### src/rtl/text_pkg.sv
// Shared constants and types for the text cursor writer.
//   COLS/ROWS : character screen geometry (70x30)
//   AW        : character RAM address width
//   ASCII_*   : control codes the writer reacts to
//   state_t   : writer FSM states
//   OP_*      : cursor_step operation encodings
//   addr_of() : linear RAM address of a cell, y*COLS + x
package text_pkg;

    localparam int COLS = 70;
    localparam int ROWS = 30;
    localparam int AW   = 12;

    localparam logic [7:0] ASCII_CR = 8'h0D;
    localparam logic [7:0] ASCII_BS = 8'h08;
    localparam logic [7:0] ASCII_SP = 8'h20;

    typedef enum logic {
        IDLE  = 1'b0,
        CLEAR = 1'b1
    } state_t;

    localparam logic [1:0] OP_ADVANCE = 2'd0;
    localparam logic [1:0] OP_NEWLINE = 2'd1;
    localparam logic [1:0] OP_BACK    = 2'd2;

    function automatic logic [AW-1:0] addr_of(input logic [6:0] x, input logic [4:0] y);
        logic [AW-1:0] xx;
        logic [AW-1:0] yy;
        xx = {{(AW-7){1'b0}}, x};
        yy = {{(AW-5){1'b0}}, y};
        return yy * AW'(COLS) + xx;
    endfunction

endpackage

### src/rtl/cursor_step.sv
// Combinational next-cursor calculator.
//   x, y      : current cursor position
//   op        : OP_ADVANCE, OP_NEWLINE or OP_BACK
//   nx, ny    : resulting cursor position
//   new_row   : the step entered a new row (caller must clear it)
//   moved     : the cursor actually changed (false for backspace at the origin)
module cursor_step
    import text_pkg::*;
(
    input  logic [6:0] x,
    input  logic [4:0] y,
    input  logic [1:0] op,
    output logic [6:0] nx,
    output logic [4:0] ny,
    output logic       new_row,
    output logic       moved
);

    always_comb begin
        nx      = x;
        ny      = y;
        new_row = 1'b0;
        moved   = 1'b0;
        case (op)
            OP_ADVANCE: begin
                moved = 1'b1;
                if (x < 7'(COLS - 1)) begin
                    nx = x + 7'd1;
                end else begin
                    nx      = 7'd0;
                    new_row = 1'b1;
                end
            end
            OP_NEWLINE: begin
                moved   = 1'b1;
                nx      = 7'd0;
                new_row = 1'b1;
            end
            OP_BACK: begin
                if (x != 7'd0) begin
                    nx    = x - 7'd1;
                    moved = 1'b1;
                end else if (y != 5'd0) begin
                    nx    = 7'(COLS - 1);
                    ny    = y - 5'd1;
                    moved = 1'b1;
                end
            end
            default: ;
        endcase
        // Bottom row wraps to the top; there is no scrolling.
        if (new_row) begin
            ny = (y == 5'(ROWS - 1)) ? 5'd0 : y + 5'd1;
        end
    end

endmodule

### src/rtl/text_cursor_writer.sv
// Keyboard-to-character-RAM writer owning the text cursor.
//   clk, rst_n           : clock and asynchronous active-low reset
//   key_valid, key_ascii : key from the ASCII decoder
//   key_ready            : key accepted when key_valid & key_ready
//   wr_en/addr/data      : character RAM write port, one cell per strobe
//   cur_x, cur_y         : cursor position for caret display
// Printables are written at the cursor and advance it; enter starts a new
// row; backspace steps back and blanks the cell. Entering a row blanks all
// of its cells (CLEAR) before further keys are taken.
module text_cursor_writer
    import text_pkg::*;
(
    input  logic          clk,
    input  logic          rst_n,
    input  logic          key_valid,
    input  logic [7:0]    key_ascii,
    output logic          key_ready,
    output logic          wr_en,
    output logic [AW-1:0] wr_addr,
    output logic [7:0]    wr_data,
    output logic [6:0]    cur_x,
    output logic [4:0]    cur_y
);

    state_t        state_q, state_d;
    logic [6:0]    cur_x_q, cur_x_d;
    logic [4:0]    cur_y_q, cur_y_d;
    logic [6:0]    clr_cnt_q, clr_cnt_d;
    logic          wr_en_q, wr_en_d;
    logic [AW-1:0] wr_addr_q, wr_addr_d;
    logic [7:0]    wr_data_q, wr_data_d;
    logic          key_ready_q, key_ready_d;

    logic [1:0]    step_op;
    logic [6:0]    step_x;
    logic [4:0]    step_y;
    logic          step_new_row;
    logic          step_moved;
    logic          printable;

    assign printable = (key_ascii >= 8'h20) && (key_ascii <= 8'h7E);

    always_comb begin
        step_op = OP_ADVANCE;
        if (key_ascii == ASCII_CR) begin
            step_op = OP_NEWLINE;
        end else if (key_ascii == ASCII_BS) begin
            step_op = OP_BACK;
        end
    end

    cursor_step u_step (
        .x       (cur_x_q),
        .y       (cur_y_q),
        .op      (step_op),
        .nx      (step_x),
        .ny      (step_y),
        .new_row (step_new_row),
        .moved   (step_moved)
    );

    always_comb begin
        logic take_step;
        take_step   = 1'b0;
        state_d     = state_q;
        cur_x_d     = cur_x_q;
        cur_y_d     = cur_y_q;
        clr_cnt_d   = clr_cnt_q;
        wr_en_d     = 1'b0;
        wr_addr_d   = wr_addr_q;
        wr_data_d   = wr_data_q;
        key_ready_d = key_ready_q;

        case (state_q)
            IDLE: begin
                if (key_valid && key_ready_q) begin
                    if (printable) begin
                        // Write lands on the old cell even when the step wraps the line.
                        wr_en_d   = 1'b1;
                        wr_addr_d = addr_of(cur_x_q, cur_y_q);
                        wr_data_d = key_ascii;
                        take_step = 1'b1;
                    end else if (key_ascii == ASCII_CR) begin
                        take_step = 1'b1;
                    end else if (key_ascii == ASCII_BS) begin
                        // Backspace blanks the cell it moves onto.
                        if (step_moved) begin
                            wr_en_d   = 1'b1;
                            wr_addr_d = addr_of(step_x, step_y);
                            wr_data_d = ASCII_SP;
                        end
                        take_step = 1'b1;
                    end
                    if (take_step) begin
                        cur_x_d = step_x;
                        cur_y_d = step_y;
                        if (step_new_row) begin
                            state_d     = CLEAR;
                            key_ready_d = 1'b0;
                            clr_cnt_d   = 7'd0;
                        end
                    end
                end
            end
            CLEAR: begin
                wr_en_d   = 1'b1;
                wr_addr_d = addr_of(clr_cnt_q, cur_y_q);
                wr_data_d = ASCII_SP;
                if (clr_cnt_q == 7'(COLS - 1)) begin
                    state_d     = IDLE;
                    key_ready_d = 1'b1;
                    clr_cnt_d   = 7'd0;
                end else begin
                    clr_cnt_d = clr_cnt_q + 7'd1;
                end
            end
            default: begin
                state_d     = IDLE;
                key_ready_d = 1'b1;
            end
        endcase
    end

    always_ff @(posedge clk or negedge rst_n) begin
        if (!rst_n) begin
            state_q     <= IDLE;
            cur_x_q     <= 7'd0;
            cur_y_q     <= 5'd0;
            clr_cnt_q   <= 7'd0;
            wr_en_q     <= 1'b0;
            wr_addr_q   <= '0;
            wr_data_q   <= 8'd0;
            key_ready_q <= 1'b1;
        end else begin
            state_q     <= state_d;
            cur_x_q     <= cur_x_d;
            cur_y_q     <= cur_y_d;
            clr_cnt_q   <= clr_cnt_d;
            wr_en_q     <= wr_en_d;
            wr_addr_q   <= wr_addr_d;
            wr_data_q   <= wr_data_d;
            key_ready_q <= key_ready_d;
        end
    end

    assign key_ready = key_ready_q;
    assign wr_en     = wr_en_q;
    assign wr_addr   = wr_addr_q;
    assign wr_data   = wr_data_q;
    assign cur_x     = cur_x_q;
    assign cur_y     = cur_y_q;

endmodule

### config.mk
export PLATFORM = sky130hd
export DESIGN_NAME = text_cursor_writer
export DESIGN_NICKNAME = d
export VERILOG_FILES = /design/src/rtl/text_pkg.sv /design/src/rtl/cursor_step.sv /design/src/rtl/text_cursor_writer.sv
export SDC_FILE = /design/constraint.sdc
export NUM_CORES = 1
export LEC_CHECK = 0
export CORE_MARGIN = 8
export CORE_UTILIZATION = 50
export CTS_BUF_LIST = sky130_fd_sc_hd__clkbuf_8
export DETAILED_ROUTE_END_ITERATION = 8
export PLACE_DENSITY = 0.75
export SYNTH_ARGS = -nofsm -noshare
export SYNTH_HDL_FRONTEND = slang
export SYNTH_SLANG_ARGS = --single-unit
### constraint.sdc
create_clock -name clk -period 4.6 [get_ports clk]
set_input_delay 0.92 -clock clk [delete_from_list [all_inputs] [get_ports clk]]
set_output_delay 0.92 -clock clk [all_outputs]
set_load 0.05 [all_outputs]
==> metrics.txt, run 1 <==
# Max-Cap Violations 0; final worst setup slack 6.86 ps; WL final 13.2 mm; clock buffer depth 2; slowest cell on the critical path ha_1; Area Overhead vs Synth 34.6%; IO Pins 45; Worst Path Arrival 4790 ps; most frequent cells after synthesis 56 x ha_1, 44 x a21oi_1, 43 x nand2_1; share of flip-flops with an asynchronous set or reset 100%; Leak 2.53 nW; outcome completed; # diodes 0; most frequent cell after synthesis ha_1; CTS tree done; Final Setup Violations 0; Tcrit/Tclk final 99.9%; Core Area 8260 um2; count of cell types in the netlist 70; Startpoint Class input pin; drt pass-1 iters 5; clk slew on worst S/H paths 90 ps; total CTS buffers 5; max_slew headroom 33.2%; area of the multi-input gates 3350 um2; Avg Inst Size Synth 8.72 um2; global-route wire length before repair 21.2 mm; routed via count 4294; FF+latch count, synth 42; Mapped Area 4290 um2; Iter 0 DRT Violations 296; post-synth top area cell dfrtp_1; Hold Path Depth 2; Syn Inst Count 492; WHS 476 ps; Tot Pwr 4.12 mW; Die Area 11800 um2; XOR/XNOR Fraction of Synth Area 7.35%; number of hold violations in the final report 0; Total Nets Final 679; Synth Area in Adders 18.7%; gpl congestion 0.933; antenna viol nets, final 0; port bufs 44; largest family of logic cells by synthesized area compound AO/OA/AOI/OAI gates; Net Sw Power 2.12 mW; Crit Path Max Fanout 5; layout cells sized above 1 24.8%; vias in the first global route 4275; multiplexer area fraction after synthesis 2.74%; number of remaining DRC errors 0; Clock Latency Late Sink 300 ps; Pwr Density 714 nW/um2; Achievable Freq 218 MHz; Sw Ratio 51.4%; worst slew pin tran 1000 ps; min cycle time layout 4590 ps; fill count 659; initial antenna violation count 0; CP Capture Type register; global route overflow 0; Ys Warns 0; largest stage delay on the critical path 290 ps; Int Power 2.00 mW; Comb power frac 77.6%; Peak VDD IR 438 uV; largest net degree at the start of global routing 43; CTS hold repair buffers 0; vias per cell 6.02; proportion of power drawn by the clock network 6.4%; top cell type's share of synthesized area 23.9%; area fraction in compound gates after synthesis 25.5%; Post-synth EDFFs 0; Total GRT Usage 22.3%; worst endpoint required time 4790 ps; Hold/Removal Path Class reg2reg; Initial Util 51.9%; Die Width 109 um; HPWL Detailed 10.1 mm; Reg2Reg Depth 21; RSZ-0062 raised after global routing yes; Slew Viols, Final 0; CTS Sinks 42; number of H-tree levels 2; Post-Synth Simple-Gate Area 17.2%; syn_nets 564; dominant synthesized flop cell dfrtp_1; Cell Chain, Critical Path buf_8 > nor4b_4 > buf_6 > and3_4 > o21ai_4 > and2_4 > a32o_2 > a31o_4 > ha_4 > ha_4 > ha_4 > a31o_4 > xnor2_2 > ha_1 > o21a_1 > a21oi_2 > buf_4 > nor4_4 > mux2i_1 > xnor2_1 > a211o_1; CP Class in2reg; register area share after synthesis 24.5%; wire per inst 18.5 um; Setup WS pre-CTS -801 ps; Core Rows 33; Reg power frac 16.1%; clk root buf clkbuf_8; synth top area cells dfrtp_1 24%, ha_1 16%, a21oi_1 5.1%; cell mode on critical path ha_4; sequential cell area 1050 um2; Clock Skews 6.55 ps; Die Y 109 um
cell type report:
cell class / count / share of cell area (%)
clock inverter: 3 / 0.433
clock buffer: 5 / 1.19
inverter: 28 / 1.82
tap: 105 / 2.28
sequential: 42 / 18.2
multi-input combinational: 407 / 58.1
timing repair buffer: 123 / 18.0
kinds of logic (layout without fill, tap and decap cells):
| group | after synthesis | in the layout |
|---|---|---|
| XOR/XNOR | 36 | 36 |
| AO/OA/AOI/OAI | 162 | 162 |
| flip-flops | 42 | 42 |
| multiplexers | 11 | 11 |
| AND/OR/NAND/NOR | 137 | 137 |
| adder cells (fa/ha/maj) | 61 | 61 |
| buffers and inverters | 43 | 159 |
flip-flops by register name, summed over array words and instances (netlist names):
signal and count:
state_q 1, clr_cnt_q 7, cur_x 7, wr_addr 12, wr_en 1, key_ready 1
cur_y 5, wr_data 8
worst paths after layout:
path | from | slack (ps) | endpoint
worst min-delay path | key_ready | 480 | key_ready
worst max register to register | cur_y[1] | 50 | wr_addr[10]
max in group asynchronous | rst_n | 3210 | cur_y[0]
worst min register to register | key_ready | 480 | key_ready
min in group asynchronous | rst_n | 780 | clr_cnt_q[0]
worst max-delay path | key_ascii[1] | 7 | wr_addr[10]
layout by cell type (no fill, tap or decap), types with 9 or more instances in the layout:
cell type	count
a21oi_1	43
nor2_1	22
buf_4	71
nand3_1	12
dfrtp_1	41
buf_6	9
inv_1	26
xor2_1	10
ha_1	48
clkdlybuf4s50_1	35
xnor2_1	21
o21ai_0	35
nand2_1	43
timing repair:
| action | 4_1_cts | 5_1_grt |
|---|---|---|
| setup buffers | 6 | 5 |
| resized for setup | 39 | 31 |
| endpoints found under the setup margin | 8 | 7 |
| pin swaps | 21 | 29 |
metrics by stage:
step	instances	cell area, um2	utilization, %	setup TNS (ps)
after CTS	708	5650	68.4	0
after floorplan	492	4400	-	-426
after global placement	695	5410	65.6	-4210
final	713	5770	69.9	0
after global routing	713	5770	69.9	-443
after detailed placement	695	5410	65.6	-5130
routing by layer:
metal	GRT usage, %	vias to the layer above	routed length (um)
li1	-	2039	-
met2	38.1	151	6540
met1	29.1	2083	5720
met4	4.40	0	159
met5	0	-	0
met3	3.48	21	801
power by group through the flow:
stage | sequential (mW) | combinational (mW) | clock [mW]
final | 0.662 | 3.20 | 0.262
after global routing | 0.684 | 3.45 | 0.279
after CTS | 0.661 | 3.08 | 0.266
after detailed placement | 0.668 | 3.00 | 0
after global placement | 0.662 | 2.92 | 0
after floorplan | 1.07 | 1.57 | 0
critical path: cells and delay by family:
| family | cells | cell delay, ps |
|---|---|---|
| and+or+nand+nor | 4 | 780 |
| muxes | 1 | 130 |
| xor gates and xnor gates | 2 | 270 |
| buffers and inverters | 3 | 410 |
| adders and majority gates | 4 | 960 |
| AOI/OAI and AO/OA | 7 | 1290 |
No activity file was read; power rests on OpenSTA's default activity.
==> run 2: changes to the inputs <==
--- a/config.mk
+++ b/config.mk
@@ -9,6 +9,7 @@
 export CORE_UTILIZATION = 50
 export CTS_BUF_LIST = sky130_fd_sc_hd__clkbuf_8
 export DETAILED_ROUTE_END_ITERATION = 8
+export HOLD_SLACK_MARGIN = 0.03
 export PLACE_DENSITY = 0.75
 export SYNTH_ARGS = -nofsm -noshare
 export SYNTH_HDL_FRONTEND = slang
==> results of run 2 <==
Final layout, timing and power as in run 1 (identical DEF).
==> run 3: changes to the inputs <==
--- a/config.mk
+++ b/config.mk
@@ -9,6 +9,7 @@
 export CORE_UTILIZATION = 50
 export CTS_BUF_LIST = sky130_fd_sc_hd__clkbuf_8
 export DETAILED_ROUTE_END_ITERATION = 8
+export GPL_TIMING_DRIVEN = 0
 export HOLD_SLACK_MARGIN = 0.03
 export PLACE_DENSITY = 0.75
 export SYNTH_ARGS = -nofsm -noshare
==> run 3 against run 2 <==
Core utilization fell by 3.3 points. Hold slack barely moved. Via count fell by 2.3%. Largest power group unchanged. Non-clock buffer count fell by 40. Power fell by 2.9%. First-iteration DRC count fell by 28%. Worst setup slack got worse by 92 ps. Critical path depth fell by 1. Maximum frequency fell by 2.0%. Global-route usage fell by 0.29 points. The run now ends with setup timing left.
==> metrics.txt, run 3 (synthesized netlist as in run 1, its figures left out) <==
vias per cell 6.24 (+3.6%); routed via count 4197 (-2.3%); number of hold violations in the final report 0 (unchanged); Startpoint Class input pin; max_slew headroom 22.2% (-11 points); fill count 703 (+6.7%); critical path's top delay family compound AO/OA/AOI/OAI gates; IO Pins 45 (unchanged); final worst setup slack -85.0 ps (-91.9 ps); RSZ-0062 raised after global routing yes; WL final 13.0 mm (-1.5%); Clock Latency Late Sink 320 ps (+20 ps); Tcrit/Tclk final 102% (+2.0 points); Clock Skews 11.4 ps (+4.82 ps); Die Width 109 um (unchanged); commonest non-fill, non-tap cell in the layout ha_1; Achievable Freq 213 MHz (-2.0%); layout cells sized above 1 19.7% (-5.1 points); Iter 0 DRT Violations 213 (-28%); Pwr Density 727 nW/um2 (+1.9%); Critical path buffers and inverters 2 (-1); Cell Chain, Critical Path buf_8 > nor4b_4 > buf_4 > nand4_4 > nor2_4 > a21oi_2 > a32o_2 > a31o_4 > ha_4 > ha_4 > ha_4 > a31o_4 > xnor2_2 > ha_1 > o21a_1 > a21oi_2 > o41ai_2 > mux2i_1 > xnor2_1 > a211o_1; Core Area 8260 um2 (unchanged); antenna viol nets, final 0 (unchanged); commonest cells after routing, fill and taps aside 47 x ha_1, 43 x nand2_1, 42 x a21oi_1; Hold/Removal Path Class reg2reg; Total GRT Usage 22.0% (-0.29 points); slowest cell on the critical path nor4b_4; Die Area 11800 um2 (unchanged); CTS hold repair buffers 0 (unchanged); cell mode on critical path ha_4; initial antenna violation count 0 (unchanged); Crit Path Max Fanout 4 (-1); number of remaining DRC errors 0 (unchanged); Core Rows 33 (unchanged); CP Capture Type register; max reg flops 12 (unchanged); Slew Viols, Final 0 (unchanged); failing checks setup timing; R2R Setup Slk -30 ps (-80 ps); wire per inst 19.4 um (+4.4%); CTS Sinks 42 (unchanged); Final Setup Violations 2 (+2); number of H-tree levels 2 (unchanged); port bufs 44 (unchanged); clk slew on worst S/H paths 90 ps (about the same); vias in the first global route 4107 (-3.9%); min cycle time layout 4690 ps (+91.9 ps); Die Y 109 um (unchanged); Initial Util 51.9% (unchanged); CTS tree done; largest stage delay on the critical path 340 ps (+50 ps); Leak 2.33 nW (-8.1%); global route overflow 0 (unchanged); gpl congestion 0.915 (-1.9%); Setup WS pre-CTS -1410 ps (-609 ps); total CTS buffers 5 (unchanged); global-route wire length before repair 20.8 mm (-2.2%); worst slew pin tran 1160 ps (+157 ps); Worst Path Arrival 4890 ps (+100 ps); outcome complete, but fails checks; Peak VDD IR 508 uV (+16%); CP Class in2reg; clk root buf clkbuf_8; drt pass-1 iters 5 (unchanged); TNS Setup -96.5 ps (-96.5 ps); Area Overhead vs Synth 28.3%; # Max-Cap Violations 0 (unchanged); # diodes 0 (unchanged); clock buffer depth 2 (unchanged); worst endpoint required time 4810 ps (+20 ps); HPWL Detailed 9.84 mm (-2.5%); Total Nets Final 639 (-5.9%); largest net degree at the start of global routing 27 (-37%)
==> run 3: path summary, 6_finish.rpt <==
path,start,endpoint,depth (start not counted)
setup / recovery,key_ascii[1],wr_addr[10],20
hold / removal,key_ready,key_ready,2
setup reg to reg,cur_y[0],wr_addr[10],19
hold reg to reg,key_ready,key_ready,2
max in group asynchronous,rst_n,key_ready,2
min in group asynchronous,rst_n,wr_addr[2],1
==> run 3: power breakdown <==
part	internal [mW]	leakage, nW	switching, mW	total, mW
clock network	0.218	0.0683	0.152	0.370
registers	0.523	0.510	0.203	0.726
logic	1.22	1.75	1.68	2.91
==> run 3: final cells by class <==
cell class | count | area [um2] | area share, %
buffer | 14 | 72.6 | 1.32
clock buffer | 5 | 68.8 | 1.25
clock inverter | 3 | 68.8 | 1.25
inverter | 28 | 105 | 1.91
multi-input combinational | 407 | 3380 | 61.5
sequential | 42 | 1060 | 19.2
tap | 105 | 131 | 2.39
timing repair buffer | 69 | 618 | 11.2
==> run 3: timing repair <==
action / in CTS / in global routing
setup buffers: 18 / 6
endpoints found under the setup margin: 9 / 7
pin swaps: 25 / 8
gates resized for setup: 64 / 18
==> run 3: worst reg2reg max path: stages, from the launching register on <==
cell      delay [ps]
dfrtp_2          570
inv_1            150
ha_1             280
nand3b_1         160
nand3_1          180
o22a_1           260
a211oi_4         260
inv_2            110
ha_4             290
ha_4             120
inv_2             30
fa_2             590
xnor2_2           90
ha_1             330
o21a_1           170
a21oi_2           90
o41ai_2          230
mux2i_1          150
xnor2_1          170
a211o_1          310
==> run 3: per-stage QoR <==
| stage | hold slack, ps | utilization [%] | cells | total power [mW] | instance area (um2) |
|---|---|---|---|---|---|
| after floorplan | 500 | - | 492 | 2.64 | 4400 |
| after global placement | 457 | 60.2 | 641 | 3.27 | 4970 |
| after detailed placement | 467 | 60.4 | 642 | 3.35 | 4980 |
| after CTS | 482 | 65.3 | 667 | 3.89 | 5390 |
| after global routing | 525 | 66.7 | 673 | 4.28 | 5500 |
| final | 475 | 66.7 | 673 | 4.00 | 5500 |
==> run 3: layer usage <==
metal  wire length, um  global-route usage (%)
met1              5560                    27.9
met2              6400                    37.4
met3               788                    3.19
met4               289                    7.33
met5                 0                       0
